===== config.mk =====
export PLATFORM = sky130hd
export DESIGN_NAME = lsu_mem_if
export DESIGN_NICKNAME = d
export VERILOG_FILES = /design/src/rtl/lsu_pkg.sv /design/src/rtl/lsu_load_align.sv /design/src/rtl/lsu_mem_if.sv
export SDC_FILE = /design/constraint.sdc
export NUM_CORES = 1
export LEC_CHECK = 0
export CAP_MARGIN = 20
export CORE_AREA = 2 2 160 162
export DETAILED_ROUTE_END_ITERATION = 10
export DIE_AREA = 0 0 162 164
export DONT_BUFFER_PORTS = 1
export GPL_TIMING_DRIVEN = 0
export PLACE_DENSITY_LB_ADDON = 0.25
export SETUP_SLACK_MARGIN = 0.4
export SYNTH_ARGS = -nofsm -noshare
export SYNTH_HDL_FRONTEND = slang
export SYNTH_SLANG_ARGS = --single-unit

===== constraint.sdc =====
create_clock -name clk -period 2.15 [get_ports clk]
set_input_delay 0.3225 -clock clk [delete_from_list [all_inputs] [get_ports clk]]
set_output_delay 0.3225 -clock clk [all_outputs]
set_load 0.005 [all_outputs]

===== src/rtl/lsu_pkg.sv =====
// Shared encodings for the load/store unit: decoder control codes, FSM states,
// access sizes and byte-strobe patterns.
package lsu_pkg;

  localparam logic [2:0] RD_NONE = 3'b000;
  localparam logic [2:0] RD_LB   = 3'b001;
  localparam logic [2:0] RD_LBU  = 3'b010;
  localparam logic [2:0] RD_LH   = 3'b011;
  localparam logic [2:0] RD_LHU  = 3'b100;
  localparam logic [2:0] RD_LW   = 3'b101;
  localparam logic [2:0] RD_LD   = 3'b110;

  localparam logic [2:0] WR_NONE = 3'b000;
  localparam logic [2:0] WR_SB   = 3'b001;
  localparam logic [2:0] WR_SH   = 3'b010;
  localparam logic [2:0] WR_SW   = 3'b011;
  localparam logic [2:0] WR_SD   = 3'b100;

  localparam logic [7:0] STRB_B = 8'h01;
  localparam logic [7:0] STRB_H = 8'h03;
  localparam logic [7:0] STRB_W = 8'h0F;
  localparam logic [7:0] STRB_D = 8'hFF;

  typedef enum logic [1:0] {ST_IDLE, ST_REQ, ST_WAIT, ST_RESP} lsu_state_e;
  typedef enum logic [1:0] {SZ_B, SZ_H, SZ_W, SZ_D} lsu_size_e;

  function automatic lsu_size_e rd_size(input logic [2:0] rd);
    case (rd)
      RD_LB, RD_LBU: rd_size = SZ_B;
      RD_LH, RD_LHU: rd_size = SZ_H;
      RD_LW:         rd_size = SZ_W;
      default:       rd_size = SZ_D;
    endcase
  endfunction

  function automatic lsu_size_e wr_size(input logic [2:0] wr);
    case (wr)
      WR_SB:   wr_size = SZ_B;
      WR_SH:   wr_size = SZ_H;
      WR_SW:   wr_size = SZ_W;
      default: wr_size = SZ_D;
    endcase
  endfunction

  // Offset bits that survive natural alignment for a given size.
  function automatic logic [2:0] size_mask(input lsu_size_e sz);
    case (sz)
      SZ_B:    size_mask = 3'b111;
      SZ_H:    size_mask = 3'b110;
      SZ_W:    size_mask = 3'b100;
      default: size_mask = 3'b000;
    endcase
  endfunction

  function automatic logic [7:0] size_strb(input lsu_size_e sz);
    case (sz)
      SZ_B:    size_strb = STRB_B;
      SZ_H:    size_strb = STRB_H;
      SZ_W:    size_strb = STRB_W;
      default: size_strb = STRB_D;
    endcase
  endfunction

endpackage


===== src/rtl/lsu_load_align.sv =====
// Selects the addressed lane(s) of a 64-bit doubleword and sign/zero-extends
// the load result according to rd_ctrl.
module lsu_load_align
  import lsu_pkg::*;
(
  input  logic [2:0]  off_i,
  input  logic [2:0]  rd_ctrl_i,
  input  logic [63:0] dword_i,
  output logic [63:0] result_o
);

  logic [63:0] shifted;

  assign shifted = dword_i >> {off_i, 3'b000};

  always_comb begin
    result_o = '0;
    case (rd_ctrl_i)
      RD_LB:   result_o = {{56{shifted[7]}}, shifted[7:0]};
      RD_LBU:  result_o = {56'd0, shifted[7:0]};
      RD_LH:   result_o = {{48{shifted[15]}}, shifted[15:0]};
      RD_LHU:  result_o = {48'd0, shifted[15:0]};
      RD_LW:   result_o = {{32{shifted[31]}}, shifted[31:0]};
      RD_LD:   result_o = shifted;
      default: result_o = '0;
    endcase
  end

endmodule


===== src/rtl/lsu_mem_if.sv =====
// Load/store unit bus front-end: req/gnt + rvalid memory handshake with byte strobes.
// Define LSU_MISALIGN_TRAP_EN to report misaligned accesses instead of force-aligning them.
module lsu_mem_if
  import lsu_pkg::*;
#(
  parameter int ADDR_W = 64,
  parameter int DATA_W = 64
) (
  input  logic              clk,
  input  logic              rst_n,
  input  logic              req_valid,
  output logic              req_ready,
  input  logic [2:0]        rd_ctrl,
  input  logic [2:0]        wr_ctrl,
  input  logic [ADDR_W-1:0] addr,
  input  logic [DATA_W-1:0] wdata,
  output logic              resp_valid,
  output logic [DATA_W-1:0] rdata,
  output logic              misalign,
  output logic              mem_req,
  output logic              mem_we,
  output logic [ADDR_W-1:0] mem_addr,
  output logic [7:0]        mem_wstrb,
  output logic [DATA_W-1:0] mem_wdata,
  input  logic              mem_gnt,
  input  logic              mem_rvalid,
  input  logic [DATA_W-1:0] mem_rdata
);

  lsu_state_e        state_q, state_d;
  logic [2:0]        rd_ctrl_q, rd_ctrl_d;
  logic [2:0]        off_q, off_d;
  logic              mem_we_q, mem_we_d;
  logic [ADDR_W-1:0] mem_addr_q, mem_addr_d;
  logic [7:0]        mem_wstrb_q, mem_wstrb_d;
  logic [DATA_W-1:0] mem_wdata_q, mem_wdata_d;
  logic [DATA_W-1:0] rdata_q, rdata_d;
  logic              misalign_q, misalign_d;

  logic              acc_is_wr;
  logic              acc_is_mem;
  lsu_size_e         acc_size;
  logic [2:0]        acc_off;
  logic              trap_hit;
  logic [DATA_W-1:0] load_result;

  assign acc_is_wr  = (wr_ctrl != WR_NONE);
  assign acc_is_mem = acc_is_wr || (rd_ctrl != RD_NONE);
  assign acc_size   = acc_is_wr ? wr_size(wr_ctrl) : rd_size(rd_ctrl);
  assign acc_off    = addr[2:0] & size_mask(acc_size);

`ifdef LSU_MISALIGN_TRAP_EN
  assign trap_hit = acc_is_mem && (acc_off != addr[2:0]);
`else
  assign trap_hit = 1'b0;
`endif

  lsu_load_align u_load_align (
    .off_i     (off_q),
    .rd_ctrl_i (rd_ctrl_q),
    .dword_i   (mem_rdata),
    .result_o  (load_result)
  );

  always_ff @(posedge clk or negedge rst_n) begin
    if (!rst_n) begin
      state_q     <= ST_IDLE;
      rd_ctrl_q   <= RD_NONE;
      off_q       <= '0;
      mem_we_q    <= 1'b0;
      mem_addr_q  <= '0;
      mem_wstrb_q <= '0;
      mem_wdata_q <= '0;
      rdata_q     <= '0;
      misalign_q  <= 1'b0;
    end else begin
      state_q     <= state_d;
      rd_ctrl_q   <= rd_ctrl_d;
      off_q       <= off_d;
      mem_we_q    <= mem_we_d;
      mem_addr_q  <= mem_addr_d;
      mem_wstrb_q <= mem_wstrb_d;
      mem_wdata_q <= mem_wdata_d;
      rdata_q     <= rdata_d;
      misalign_q  <= misalign_d;
    end
  end

  always_comb begin
    state_d     = state_q;
    rd_ctrl_d   = rd_ctrl_q;
    off_d       = off_q;
    mem_we_d    = mem_we_q;
    mem_addr_d  = mem_addr_q;
    mem_wstrb_d = mem_wstrb_q;
    mem_wdata_d = mem_wdata_q;
    rdata_d     = rdata_q;
    misalign_d  = misalign_q;
    case (state_q)
      ST_IDLE: begin
        if (req_valid) begin
          rd_ctrl_d   = rd_ctrl;
          off_d       = acc_off;
          mem_addr_d  = {addr[ADDR_W-1:3], 3'b000};
          mem_we_d    = acc_is_wr;
          mem_wstrb_d = acc_is_wr ? (size_strb(acc_size) << acc_off) : STRB_D;
          mem_wdata_d = acc_is_wr ? (wdata << {acc_off, 3'b000}) : '0;
          rdata_d     = '0;
          misalign_d  = trap_hit;
          // Trapped and empty accesses complete without touching the bus.
          state_d     = (acc_is_mem && !trap_hit) ? ST_REQ : ST_RESP;
        end
      end
      ST_REQ: begin
        if (mem_gnt) state_d = mem_we_q ? ST_RESP : ST_WAIT;
      end
      ST_WAIT: begin
        if (mem_rvalid) begin
          rdata_d = load_result;
          state_d = ST_RESP;
        end
      end
      default: state_d = ST_IDLE;
    endcase
  end

  assign req_ready  = (state_q == ST_IDLE);
  assign resp_valid = (state_q == ST_RESP);
  assign mem_req    = (state_q == ST_REQ);
  assign mem_we     = mem_we_q;
  assign mem_addr   = mem_addr_q;
  assign mem_wstrb  = mem_wstrb_q;
  assign mem_wdata  = mem_wdata_q;
  assign rdata      = rdata_q;
  assign misalign   = misalign_q;

endmodule


-- After elaboration in Yosys (flattened, before gate mapping)
Index checks and enable logic that the tools add are counted.
- output and inout port bits: 205
- flip-flop bits (word level): 206
- input port bits: 203
- logic and storage cells: 64
- muxes and demuxes: 19
- equal/unequal tests: 22
- reduce and logical (&&, ||, !) cells: 11
- shifts and indexed selects: 3
- bitwise gates (word level): 1
- operator list (cell ; count):
    case mux 64 bit (6 select lines) ; 1
    2-to-1 mux 64 bit ; 3
    case mux 64 bit (2 select lines) ; 1
    left shift 64 x 6 -> 64 bit ; 1
    right shift 64 x 6 -> 64 bit ; 1
    2-to-1 mux 8 bit ; 3
    case mux 8 bit (3 select lines) ; 1
    == test 3 x 2 -> 1 bit, second input constant ; 6
    case mux 2 bit (3 select lines) ; 3
    == test 3 bit, second input constant ; 5
    2-to-1 mux 2 bit ; 5
    == test 3 x 1 -> 1 bit, second input constant ; 3
    case mux 3 bit (3 select lines) ; 1
    left shift 8 x 3 -> 8 bit ; 1
    == test 2 bit, second input constant ; 3
    AND reduction 3 bit ; 2
    nonzero test 3 bit ; 2
    == test 2 x 1 -> 1 bit, second input constant ; 2
    logical NOT 2 bit ; 2
    != test 2 bit, second input constant ; 2
    OR reduction 2 bit ; 2
    AND 3 bit ; 1
    != test 2 x 1 -> 1 bit, second input constant ; 1
    AND reduction 2 bit ; 1
    other kinds (3) ; 3

-- Logic depth before layout (Yosys ltp)
- depth after elaboration: 10
- mapped depth: 9
- depth with buffers taken out: 7

-- Cells and area by module
Synthesis repeated with hierarchy kept, for this count alone.
- cells, all modules: 1184
- area, all modules: 11579.9 um2
- by module, submodules not included (module ; area each (um2) ; sequential area each (um2) ; instances ; cells each):
    lsu_mem_if ; 9127.5 ; 5154.9 ; 1 ; 884
    lsu_load_align ; 2452.4 ; 0.0 ; 1 ; 300

-- Worst setup path before layout
No wires, ideal clock.
- kind: register to register
- start: register state_q[0]
- end: register rdata_q[56], in the netlist rdata[56]
- setup slack: -33 ps
- arrival time: 2058 ps
- setup time: 126 ps
- data required time: 2024 ps
- clock period less this slack: 2183 ps
- path buffers: 1
- cell stages (with the launch flop): 7
- cell sequence: dfrtp_1 > inv_1 > ha_1 > nand2b_1 > o211ai_2 > dlygate4sd3_1 > a221o_1
- cells in the longest elaborated chain, start to end: 3
- elaborated cells between the ends (all ways): 7
- classes of those cells: eq/ne (3); mux (1); reduce/logical (3)
- RTL lines (what ; RTL line ; text):
    start: declaration ; lsu_mem_if.sv:30 ; lsu_state_e state_q, state_d;
    start signal: assignment ; lsu_mem_if.sv:77 ; state_q <= state_d;
    logical NOT 2 bit * ; - ;
    net req_ready ; lsu_mem_if.sv:12 ; output logic req_ready,
    != test 2 bit (no source line) / nonzero test 2 bit (equally long branches) ; - ;
    AND reduction 3 bit (no source line) ; - ;
    end signal: assignment ; lsu_mem_if.sv:84 ; rdata_q <= rdata_d;
    end: declaration ; lsu_mem_if.sv:37 ; logic [DATA_W-1:0] rdata_q, rdata_d;
Mark *: on every way through the listed nets, which the timed path passes. The rest lies on a longest branch.
A chain may end at the register's enable or synchronous reset.

-- Worst setup path after layout
- start: register off_q[1]
- end: register rdata_q[63], in the netlist rdata[63]
- cells in the longest elaborated chain, start to end: 4
- RTL lines (what ; RTL line ; text):
    start: declaration ; lsu_mem_if.sv:32 ; logic [2:0] off_q, off_d;
    start signal: assignment ; lsu_mem_if.sv:69 ; off_q <= '0;
    start signal: assignment ; lsu_mem_if.sv:79 ; off_q <= off_d;
    right shift 64 x 6 -> 64 bit ; lsu_load_align.sv:14 ; assign shifted = dword_i >> {off_i, 3'b000};
    case mux 64 bit (6 select lines) ; lsu_load_align.sv:18 ; case (rd_ctrl_i)
    2-to-1 mux 64 bit ; lsu_mem_if.sv:118 ; if (mem_rvalid) begin
    case mux 64 bit (2 select lines) ; lsu_mem_if.sv:99 ; case (state_q)
No other way between the ends. The select of a mux whose other input is x is not followed.

==> results.cfg <==
[timing]
period_minus_slack_ns = 2.23
slew_headroom_pct = 46.2
hold_violations = 206
rsz0062_at_grt = true
worstMarginPinSlew_ns = 0.807
whs_ns = -0.496
slew_violations = 0
finalSetupViolCount = 42
setup_slack_ns = -0.0811
max_freq_mhz = 448
period_share_pct = 104
tns_ns = -1.72
fin_skew_ns = 0.00956

[cts]
cts.sinks = 206
hold_buffers = 81
cts_buffers = 23
insertion_delay_ns = 0.52
cts_tree = yes
clockBufferDepth = 3
htreeDepth = 1
clk_pin_slew_worst_paths_ns = 0.06
root_buffer = clkbuf_16

[pwr]
peakVddDrop_mv = 0.582
powerDensity_nw_per_um2 = 1260
p_leak_uw = 0.00666

[grt]
grt_max_degree = 207
grt_pass1_vias = 10239
grt_first_pass_wirelength_mm = 62.3
grtUsageTotal_pct = 30.7
overflow = 0
grt_antenna_before_repair = 1

[finish]
fill_cells = 2043
layoutNonFillerInstCount = 1641
stdcell_area_um2 = 14800
drive_gt1_share_pct = 24.0
utilization_pct = 59.7
nNetsFinal = 1500
syn_to_final_growth_pct = 31.8

[synthesis]
ys_types = 71
yosysWarningCount = 0
synth_top_area_cell = dfrtp_1
ys_seq_area_share_pct = 45.9
ys_ff_latch = 206
ys.flop_type = dfrtp_1
ys_top_cells_by_count = 278 x nand2_1, 206 x dfrtp_1, 117 x mux2i_1
yosysMostFrequentCell = nand2_1
yosysTopAreaCellShare_pct = 45.9
yosys-top-cells-area = dfrtp_1 46%, mux2i_1 10%, nand2_1 9.3%
synth_area_per_cell_um2 = 9.86
synth_edf_count = 0
synth_area_um2 = 11200
async_flop_share_pct = 100
synth_cells = 1140

[worst_setup_path]
worstPathRequired_ns = 2.55
r2r_setup_slack_ns = -0.08
crit_type = reg -> reg
reg2reg_from = off_q[1]$_DFFE_PN0P_
start_kind = flop
cp_max_fo = 6
worstRegToRegCells = 8
crit_path_end_kind = flop
crit_arrival_ns = 2.63
reg2reg_to = rdata[63]$_DFFE_PN0P_

[drt]
dr.pass1.iters = 6
routed_wl_mm = 43.3
ant_nets = 0
top_layer = met4
via_per_inst = 6.16
vias = 10112
wl_met2_mm = 21.0
avgRoutedWirePerCell_um = 26.4
dr.first_iter.drc_count = 844
drc = 0
dr_wl_met3_mm = 4.82
m1WireLength_mm = 15.2

[floorplanning]
core_area_um2 = 24800
die_x_um = 162
fp-row-count = 58
io_pins = 408
fp.dieH_um = 164
die_area_um2 = 26600
initial_core_util_pct = 45.3

[placement]
dp_cells = 1473
dpl-instance-area_um2 = 11800
portBuffers = 0
dp_hpwl_mm = 30.4
gp_congestion = 0.985

[status]
outcome = finished with violations
violations = negative hold slack, negative setup slack

[flow_run]
cap_violations = 0

[worst_hold_path]
worst_hold_path_type = in -> async
==> stage by stage <==
stage	setup WS, ns	hold slack (ns)	power, µW
6_report	-0.0811	-0.496	18700
5_1_grt	-0.120	-0.525	19700
4_1_cts	-0.0190	-0.519	18000
3_5_place_dp	-0.325	0.0315	13000
3_3_place_gp	-0.265	0.0314	12900
2_1_floorplan	0.131	0.0269	11000
==> flip-flops by register name, indices dropped and copies added, names as in the netlist <==
signal and cells:
rdata 64, mem_wstrb 8, rd_ctrl_q 3, mem_addr 61, state_q 2, mem_wdata 64, mem_we 1, off_q 3
==> repair_timing <==
action,4_1_cts,5_1_grt
resized for setup,169,119
endpoints found under the hold margin,297,206
gates cloned,4,5
endpoints found under the setup margin,204,203
setup buffers,23,12
pin swaps,22,20
==> critical path, cell delays in order, from the launching register on <==
cell	delay [ns]
dfrtp_1	0.37
buf_6	0.13
mux2_4	0.31
mux4_2	0.52
nand2_4	0.11
a31oi_4	0.10
buf_12	0.17
buf_6	0.11
a221o_2	0.29
==> per-layer routing <==
layer,up-vias,GRT usage (%)
li1,4429,-
met1,4906,35.1
met2,638,52.3
met3,139,10.1
met4,0,14.3
met5,-,0
==> placed cells by master, fill, tap and decap left out, drive strengths merged, types with 23 or more instances in the layout <==
master and instances:
mux2i 117, a221o 56, mux2 41, dlygate4sd3 81, a21oi 32, a22o 23
clkbuf 64, o21ai 76, dfrtp 206, buf 100, nand2 281
==> how the worst max path moves through the flow <==
stage                                 startpoint                    end  slack, ns  cells after the start
after global routing        off_q[1]$_DFFE_PN0P_  rdata[63]$_DFFE_PN0P_      -0.12                      8
after floorplan             off_q[1]$_DFFE_PN0P_  rdata[60]$_DFFE_PN0P_       0.13                      7
after detailed placement  state_q[0]$_DFFE_PN0P_  rdata[57]$_DFFE_PN0P_      -0.33                      6
after CTS                   off_q[1]$_DFFE_PN0P_  rdata[60]$_DFFE_PN0P_      -0.02                      7
after global placement    state_q[0]$_DFFE_PN0P_  rdata[60]$_DFFE_PN0P_      -0.27                      5
final                       off_q[1]$_DFFE_PN0P_  rdata[63]$_DFFE_PN0P_      -0.08                      8
==> final cells by class <==
class | count | area (µm²) | share of cell area, %
multi-input cells | 828 | 6190 | 41.8
flip-flops and latches | 206 | 5160 | 34.8
repair buffers | 124 | 1310 | 8.85
plain buffers | 91 | 871 | 5.88
clock buffers | 31 | 646 | 4.36
well taps | 330 | 413 | 2.79
clock inverters | 11 | 144 | 0.971
inverters | 19 | 82.6 | 0.557
diodes | 1 | 2.50 | 0.0169
==> where the power goes <==
group / switching, µW / internal, µW
sequential: 1530 / 5470
combinational: 4110 / 3420
clock: 1670 / 2480
==> kinds of logic (layout without fill, tap and decap cells) <==
| kind of cell | Yosys count | after routing | share of synthesized area (%) |
|---|---|---|---|
| adders and majority gates | 5 | 5 | 0.534 |
| muxes | 166 | 166 | 16.2 |
| and+or+nand+nor | 379 | 380 | 14.5 |
| buffers and inverters | 110 | 276 | 4.96 |
| AOI/OAI and AO/OA | 270 | 270 | 17.7 |
| xor gates and xnor gates | 3 | 3 | 0.234 |
| other | 1 | 5 | 0.0334 |
| DFF | 206 | 206 | 45.9 |
(Power assumes the default switching activity.)
